`src/rtl/cacheline_adaptor.sv`:
```
// Line-to-burst adaptor: one 256-bit cache line request <-> four 64-bit memory beats.
// Optional per-direction completed-line counters are enabled with CACHELINE_ADAPTOR_STATS_EN.
`timescale 1ns/1ps
module cacheline_adaptor #(
   parameter int s_offset  = 5,
   parameter int s_line    = 8 * (2 ** s_offset),
   parameter int s_burst   = 64,
   parameter int num_beats = s_line / s_burst
) (
   input  logic              clk,
   input  logic              rst,
   input  logic [31:0]       pmem_address,
   input  logic              pmem_read,
   input  logic              pmem_write,
   input  logic [s_line-1:0] pmem_wdata,
   output logic [s_line-1:0] pmem_rdata,
   output logic              pmem_resp,
   output logic [31:0]       mem_address,
   output logic              mem_read,
   output logic              mem_write,
   output logic [s_burst-1:0] mem_wdata,
   input  logic [s_burst-1:0] mem_rdata,
   input  logic              mem_resp
`ifdef CACHELINE_ADAPTOR_STATS_EN
   ,output logic [31:0]      rd_lines
   ,output logic [31:0]      wr_lines
`endif
);

   localparam int cnt_w = (num_beats > 1) ? $clog2(num_beats) : 1;

   typedef enum logic [1:0] {IDLE, READ, WRITE, DONE} state_e;

   state_e                            state_q, state_d;
   logic [cnt_w-1:0]                  cnt_q, cnt_d;
   logic [31:0]                       addr_q, addr_d;
   logic [num_beats-1:0][s_burst-1:0] wbuf_q, wbuf_d;
   logic [num_beats-1:0][s_burst-1:0] rbuf_q, rbuf_d;
   logic                              last_beat;
   logic                              unused_offset;

   // Offset bits never reach the memory bus; the burst always starts on a line boundary.
   assign unused_offset = ^pmem_address[s_offset-1:0];
   assign last_beat     = (cnt_q == cnt_w'(num_beats - 1));

   always_ff @(posedge clk) begin
      if (!rst) begin
         state_q <= IDLE;
         cnt_q   <= '0;
         addr_q  <= '0;
         wbuf_q  <= '0;
         rbuf_q  <= '0;
      end else begin
         state_q <= state_d;
         cnt_q   <= cnt_d;
         addr_q  <= addr_d;
         wbuf_q  <= wbuf_d;
         rbuf_q  <= rbuf_d;
      end
   end

   always_comb begin
      state_d = state_q;
      cnt_d   = cnt_q;
      addr_d  = addr_q;
      wbuf_d  = wbuf_q;
      rbuf_d  = rbuf_q;
      case (state_q)
         IDLE: begin
            // Write wins when the cache (illegally) raises both requests.
            if (pmem_write) begin
               state_d = WRITE;
               cnt_d   = '0;
               addr_d  = {pmem_address[31:s_offset], {s_offset{1'b0}}};
               wbuf_d  = pmem_wdata;
            end else if (pmem_read) begin
               state_d = READ;
               cnt_d   = '0;
               addr_d  = {pmem_address[31:s_offset], {s_offset{1'b0}}};
            end
         end
         READ: begin
            if (mem_resp) begin
               rbuf_d[cnt_q] = mem_rdata;
               cnt_d         = cnt_q + cnt_w'(1);
               if (last_beat) state_d = DONE;
            end
         end
         WRITE: begin
            if (mem_resp) begin
               cnt_d = cnt_q + cnt_w'(1);
               if (last_beat) state_d = DONE;
            end
         end
         DONE:    state_d = IDLE;
         default: state_d = IDLE;
      endcase
   end

   assign mem_read    = (state_q == READ);
   assign mem_write   = (state_q == WRITE);
   assign pmem_resp   = (state_q == DONE);
   assign mem_address = addr_q;
   assign mem_wdata   = (state_q == WRITE) ? wbuf_q[cnt_q] : '0;
   assign pmem_rdata  = rbuf_q;

`ifdef CACHELINE_ADAPTOR_STATS_EN
   logic        op_wr_q;
   logic [31:0] rd_lines_q, wr_lines_q;

   // op_wr_q tracks the pending request kind so DONE knows which counter to bump.
   always_ff @(posedge clk) begin
      if (!rst) begin
         op_wr_q    <= 1'b0;
         rd_lines_q <= '0;
         wr_lines_q <= '0;
      end else begin
         if (state_q == IDLE) op_wr_q <= pmem_write;
         if (state_q == DONE) begin
            if (op_wr_q) begin
               if (wr_lines_q != '1) wr_lines_q <= wr_lines_q + 32'd1;
            end else begin
               if (rd_lines_q != '1) rd_lines_q <= rd_lines_q + 32'd1;
            end
         end
      end
   end

   assign rd_lines = rd_lines_q;
   assign wr_lines = wr_lines_q;
`endif

endmodule
```
`config.mk`:
```
export PLATFORM = sky130hd
export DESIGN_NAME = cacheline_adaptor
export DESIGN_NICKNAME = d
export VERILOG_FILES = /design/src/rtl/cacheline_adaptor.sv
export SDC_FILE = /design/constraint.sdc
export NUM_CORES = 1
export LEC_CHECK = 0
export CAP_MARGIN = 25
export CORE_AREA = 5 5 274 276
export DETAILED_ROUTE_END_ITERATION = 16
export DIE_AREA = 0 0 279 281
export GPL_TIMING_DRIVEN = 0
export PLACE_DENSITY = 0.65
export SYNTH_ARGS = -nofsm -noshare
export SYNTH_HDL_FRONTEND = slang
export SYNTH_SLANG_ARGS = --single-unit
```
`constraint.sdc`:
```
create_clock -name clk -period 2.2 [get_ports clk]
set_input_delay 0.55 -clock clk [delete_from_list [all_inputs] [get_ports clk]]
set_output_delay 0.55 -clock clk [all_outputs]
set_load 0.005 [all_outputs]
```
# Word-level counts from Yosys, hierarchy flattened

Index checks and enable logic that the tools add are counted.
W data, S select, Z words.

Register bits: 548
Bits of input ports: 357
Logic and storage cells: 48

$lt $le $gt $ge: 2
Equal/unequal tests: 7
Multiplexer cells: 17
Reduce and logical (&&, ||, !) cells: 10
Add/subtract/negate cells: 1

Operator list:

| kind                  | count |
|---|---|
| $bwmux W256           | 1 |
| $mux W64              | 3 |
| $bmux W64 S2          | 1 |
| $demux W64 S2         | 1 |
| $mux W32              | 2 |
| $mux W2               | 7 |
| $eq A2 B2 Y1 const B  | 3 |
| $pmux W2 S3           | 1 |
| $reduce_and A2 Y1     | 3 |
| $reduce_and A3 Y1     | 2 |
| $ne A2 B1 Y1 const B  | 2 |
| $pmux W2 S2           | 1 |
| $reduce_bool A2 Y1    | 2 |
| $lt A2 B3 Y1 const B  | 1 |
| $ne A3 B3 Y1 const B  | 1 |
| $add A2 B1 Y2 const B | 1 |
| $eq A2 B1 Y1 const B  | 1 |
| $ge A2 B1 Y1 const B  | 1 |
| $logic_not A2 Y1      | 1 |
| $reduce_or A2 Y1      | 1 |
| $logic_and A1 B1 Y1   | 1 |

# Logic depth before layout (Yosys ltp)

Gate-level depths: netlist of run 1.

Depth in word-level cells: 5
Mapped depth: 10
Gate-level depth less buffers: 5

# Worst setup path before layout of run 1

No wires, ideal clock.

Path kind: register to register
From: register cnt_q[0]
To: register rbuf_q, in the netlist pmem_rdata[131]
Cell stages (with the launch flop): 10
Slack: 259 ps
Arrival time: 1,865 ps
Data required time: 2,124 ps
Path through: dfxtp_1 -> buf_4 -> buf_6 -> buf_4 -> inv_1 -> ha_1 -> nand3_1 -> clkbuf_1 -> nand2_1 -> a21boi_0

Word-level cells in the longest chain between the ends: 5
Elaborated cells between the ends (all ways): 6
Those cells by class: order compare: 2; mux: 3; reduce/logical: 1

RTL lines:

| what                                                               | RTL line | RTL |
|---|---|---|
| start: declaration                                                 | 35       | `logic [cnt_w-1:0] cnt_q, cnt_d;` |
| start signal: assignment                                           | 55       | `cnt_q <= cnt_d;` |
| $lt A2 B3 Y1 (implied by the code) or $ge A2 B1 Y1 (tied branches) | 84       | `rbuf_d[cnt_q] = mem_rdata;` |
| $logic_and A1 B1 Y1 (implied by the code)                          | 84       |  |
| $mux W64 (implied by the code)                                     | 84       |  |
| $demux W64 S2 *                                                    | 84       |  |
| $bwmux W256 *                                                      | 84       |  |
| end signal: assignment                                             | 58       | `rbuf_q <= rbuf_d;` |
| end: declaration                                                   | 38       | `logic [num_beats-1:0][s_burst-1:0] rbuf_q, rbuf_d;` |

Mark *: on every way between the ends. The rest lies on a longest branch, timed or not.
A chain may end at the register's enable or synchronous reset.

# Final worst setup path of run 1

From: register cnt_q[0]
To: output port mem_wdata[19]

Word-level cells in the longest chain between the ends: 3

RTL lines:

| what                           | RTL line | RTL |
|---|---|---|
| $bmux W64 S2                   | 104      | `assign mem_wdata = (state_q == WRITE) ? wbuf_q[cnt_q] : '0;` |
| $mux W64 (implied by the code) | 104      |  |
| $mux W64                       | 104      |  |
| end: declaration               | 21       | `output logic [s_burst-1:0] mem_wdata,` |

No other way between the ends. The select of a mux whose other input is x is not followed.

==> results of run 1 <==
-- power by group --
part           internal, mW  switching (mW)
Clock                  6.01            4.13
Sequential             10.9           0.579
Combinational          4.58            4.94
-- path summary, 6_finish.rpt --
| path | to |
|---|---|
| setup / recovery | mem_wdata[19] |
| hold / removal | pmem_rdata[76] |
| setup reg to reg | pmem_rdata[173] |
| hold reg to reg | pmem_rdata[76] |
-- area by class of cell --
cell class              instances  area [sq um]
clock inverters                17           300
diodes                          9          22.5
well taps                     959          1200
clock buffers                  86          1660
fillers                      7074         38200
repair buffers                771          8030
multi-input cells            1788         10500
flip-flops and latches        543         10900
plain buffers                 201          1540
inverters                       5          21.3
-- layout by cell type, fill, tap and decap left out, types with 3 or more instances in the layout --
cell type        Yosys  routed
dlymetal6s2s_1       0       3
clkinv_2             0       7
mux2i_1              3       3
clkbuf_1           102      82
buf_6               25     120
and2_1              65       3
bufinv_16            0       7
and2_4               0      62
dlygate4sd2_1        0       5
buf_12               0      30
diode_2              0       9
clkdlybuf4s50_1      0     626
ha_1                 9       5
buf_4               17      36
clkbuf_8             0      16
conb_1               1       5
dfxtp_1            543     539
nand2_1           1082    1082
nand3_4              0       4
clkbuf_4             0       8
a21boi_0           537     517
a21boi_1             3      21
inv_1                5       4
buf_2               54      27
buf_8                0      11
mux4_2              64      64
clkbuf_2             0      29
clkbuf_16            0      62
-- what timing repair did --
item / CTS / global route
cloned: 5 / 2
gates resized for setup: 550 / 131
setup buffers: 62 / 10
endpoints found under the setup margin: 330 / 337
pin swaps: 61 / 10
-- critical path, cell delays in order (launching register included) --
cell	delay (ns)
dfxtp_4	0.44
buf_4	0.14
buf_6	0.09
buf_12	0.12
mux4_2	0.50
and2_4	0.16
buf_6	0.11
-- flip-flops by register name, summed over array words and instances, names as in the netlist --
register	count
mem_address	27
state_q	2
pmem_rdata	256
wbuf_q	256
cnt_q	2
-- cell families (layout without fill, tap and decap cells) --
kind of cell	count (synthesis)	count (layout)
mux	67	67
other cells	1	14
simple gates	1159	1159
fa+ha+maj	9	9
compound gates	548	548
buf+inv	208	1080
flops	543	543
-- layer usage --
metal	GRT usage, %	up-vias	share of wire (%)
li1	-	9961	-
met3	5.60	170	7.6
met1	26.8	9909	39
met4	8.03	16	3.7
met5	0	-	0.10
met2	41.3	762	50
==> results.md, run 1 <==
- Status: finished with violations
- Failing checks: negative setup slack
- Post-synthesis sequential area ratio: 48.9%
- Hold_buf cts: 0
- Worst slack, placed: -1.16 ns
- Yosys reg bits: 543
- Worst Path Arrival: 2.18 ns
- Layout cell share with drive strength beyond 1: 14.7%
- CTS tree: built
- Worst Clk Skew: 0.0187 ns
- Fmax: 367 MHz
- Post-DR vias/cell: 4.75
- Total track usage: 23.0%
- Core area: 72300 sq um
- Synth warnings: 0
- Routed wire per std cell: 21.6 um
- Commonest cells post-synth: 1082 x nand2_1, 543 x dfxtp_1, 537 x a21boi_0, 102 x clkbuf_1, 65 x and2_1
- Row count: 99
- Clock Path Buffers: 3
- Final hold viol count: 0
- CTS clock-pin slew for the worst setup and hold paths: 0.06 ns
- Util after Layout: 47.2%
- Synth unique cells: 26
- Cells on worst reg2reg path: 11
- Setup CP Type: register to output pin
- Hold_ws: 0.453 ns
- Max-cap violations: 0
- Pin count of the biggest net entering global routing: 16
- Layout area overhead: 53.7%
- Final instance area: 34100 sq um
- Pwr dens: 912 nW/um^2
- Post-Synth XOR/XNOR Area: 0%
- PnR worst setup slack: -0.525 ns
- CP required: 1.65 ns
- Num ports: 712
- Lkg Pwr: 12.3 nW
- Vias post-DR: 20818
- Max Transition Viols Final: 0
- Worst skew pair latency: 0.61 ns
- DIE HEIGHT: 281 um
- Adder-cell share of the synthesized area: 0.507%
- Minimum clock period after layout: 2.73 ns
- Synth top area share: 48.9%
- Worst reg2reg startpoint: cnt_q[0]
- Post-DP HPWL: 72200 um
- Net count, final: 3733
- CTS root buffer: clkbuf_16
- Post-synth EDFFs: 0
- CTS sink count: 543
- Largest family of logic cells by synthesized area: simple AND/OR/NAND/NOR gates
- Vias in the first global route: 20820
- Power Total: 31.1 mW
- Syn avg cell area: 8.76 sq um
- Most frequent cell after synthesis: nand2_1
- Initial DRC count: 1134
- Synthesized cell area: 22200 sq um
- Final setup viols: 64
- Sum Neg Setup Slack: -29.64 ns
- Total wire length: 94800 um
- Nature of the critical path endpoint: output pin
- Startpoint Class: register
- DR DRC count: 0
- Placer Congestion: 0.886
- Compound-gate portion of the synthesized area: 18.5%
- Post-Synth Simple-Gate Area: 20.5%
- Die W: 279 um
- Hold path startpoint: pmem_rdata[76]
- Hold depth: 2
- Crit share post-route: 124%
- H-tree depth: 2
- Initial Utilization: 30.7%
- Placed cell areas: 30500 sq um
- CP Max Fanout: 5
- Tightest Pin Transition: 0.936 ns
- Max_slew headroom: 37.6%
- Post-route ant nets: 0
- Multiplexer share of the synthesized area: 6.62%
- Maximum VDD drop: 0.000616 V
- First-pass GRT wire length: 136000 um
- Post-synth ARST share: 0%
- Initial antenna violation count: 18
- Worst min path class: register to register
- Finished Layout Cells: 4379
- Pre-antenna DRT Iters: 5
- Synth Instances: 2535
- CP startpoint: cnt_q[0]
- Post-synth top area cell: dfxtp_1
- Top FF cell, synth: dfxtp_1
- Port bufs: 699
- RSZ-0062 raised after global routing: true
- Synth top area cells: dfxtp_1 49%, nand2_1 18%, a21boi_0 18%
- Total CTS buffers: 57
- Die Footprint: 78400 sq um
- Setup slack, reg-to-reg: 0.11 ns
- GRT overflow: 0
- Placed Cells incl. Taps: 4199
No activity file was read; power rests on OpenSTA's default activity.
==> inputs of run 2 (changes only) <==
- ABC_AREA: default -> 0
==> results of run 2 <==
Final layout, timing and power as in run 1 (identical DEF).
==> inputs of run 3 (changes only) <==
- HOLD_SLACK_MARGIN: default -> 0.05
==> results of run 3 <==
Final layout, timing and power as in run 1 (identical DEF).
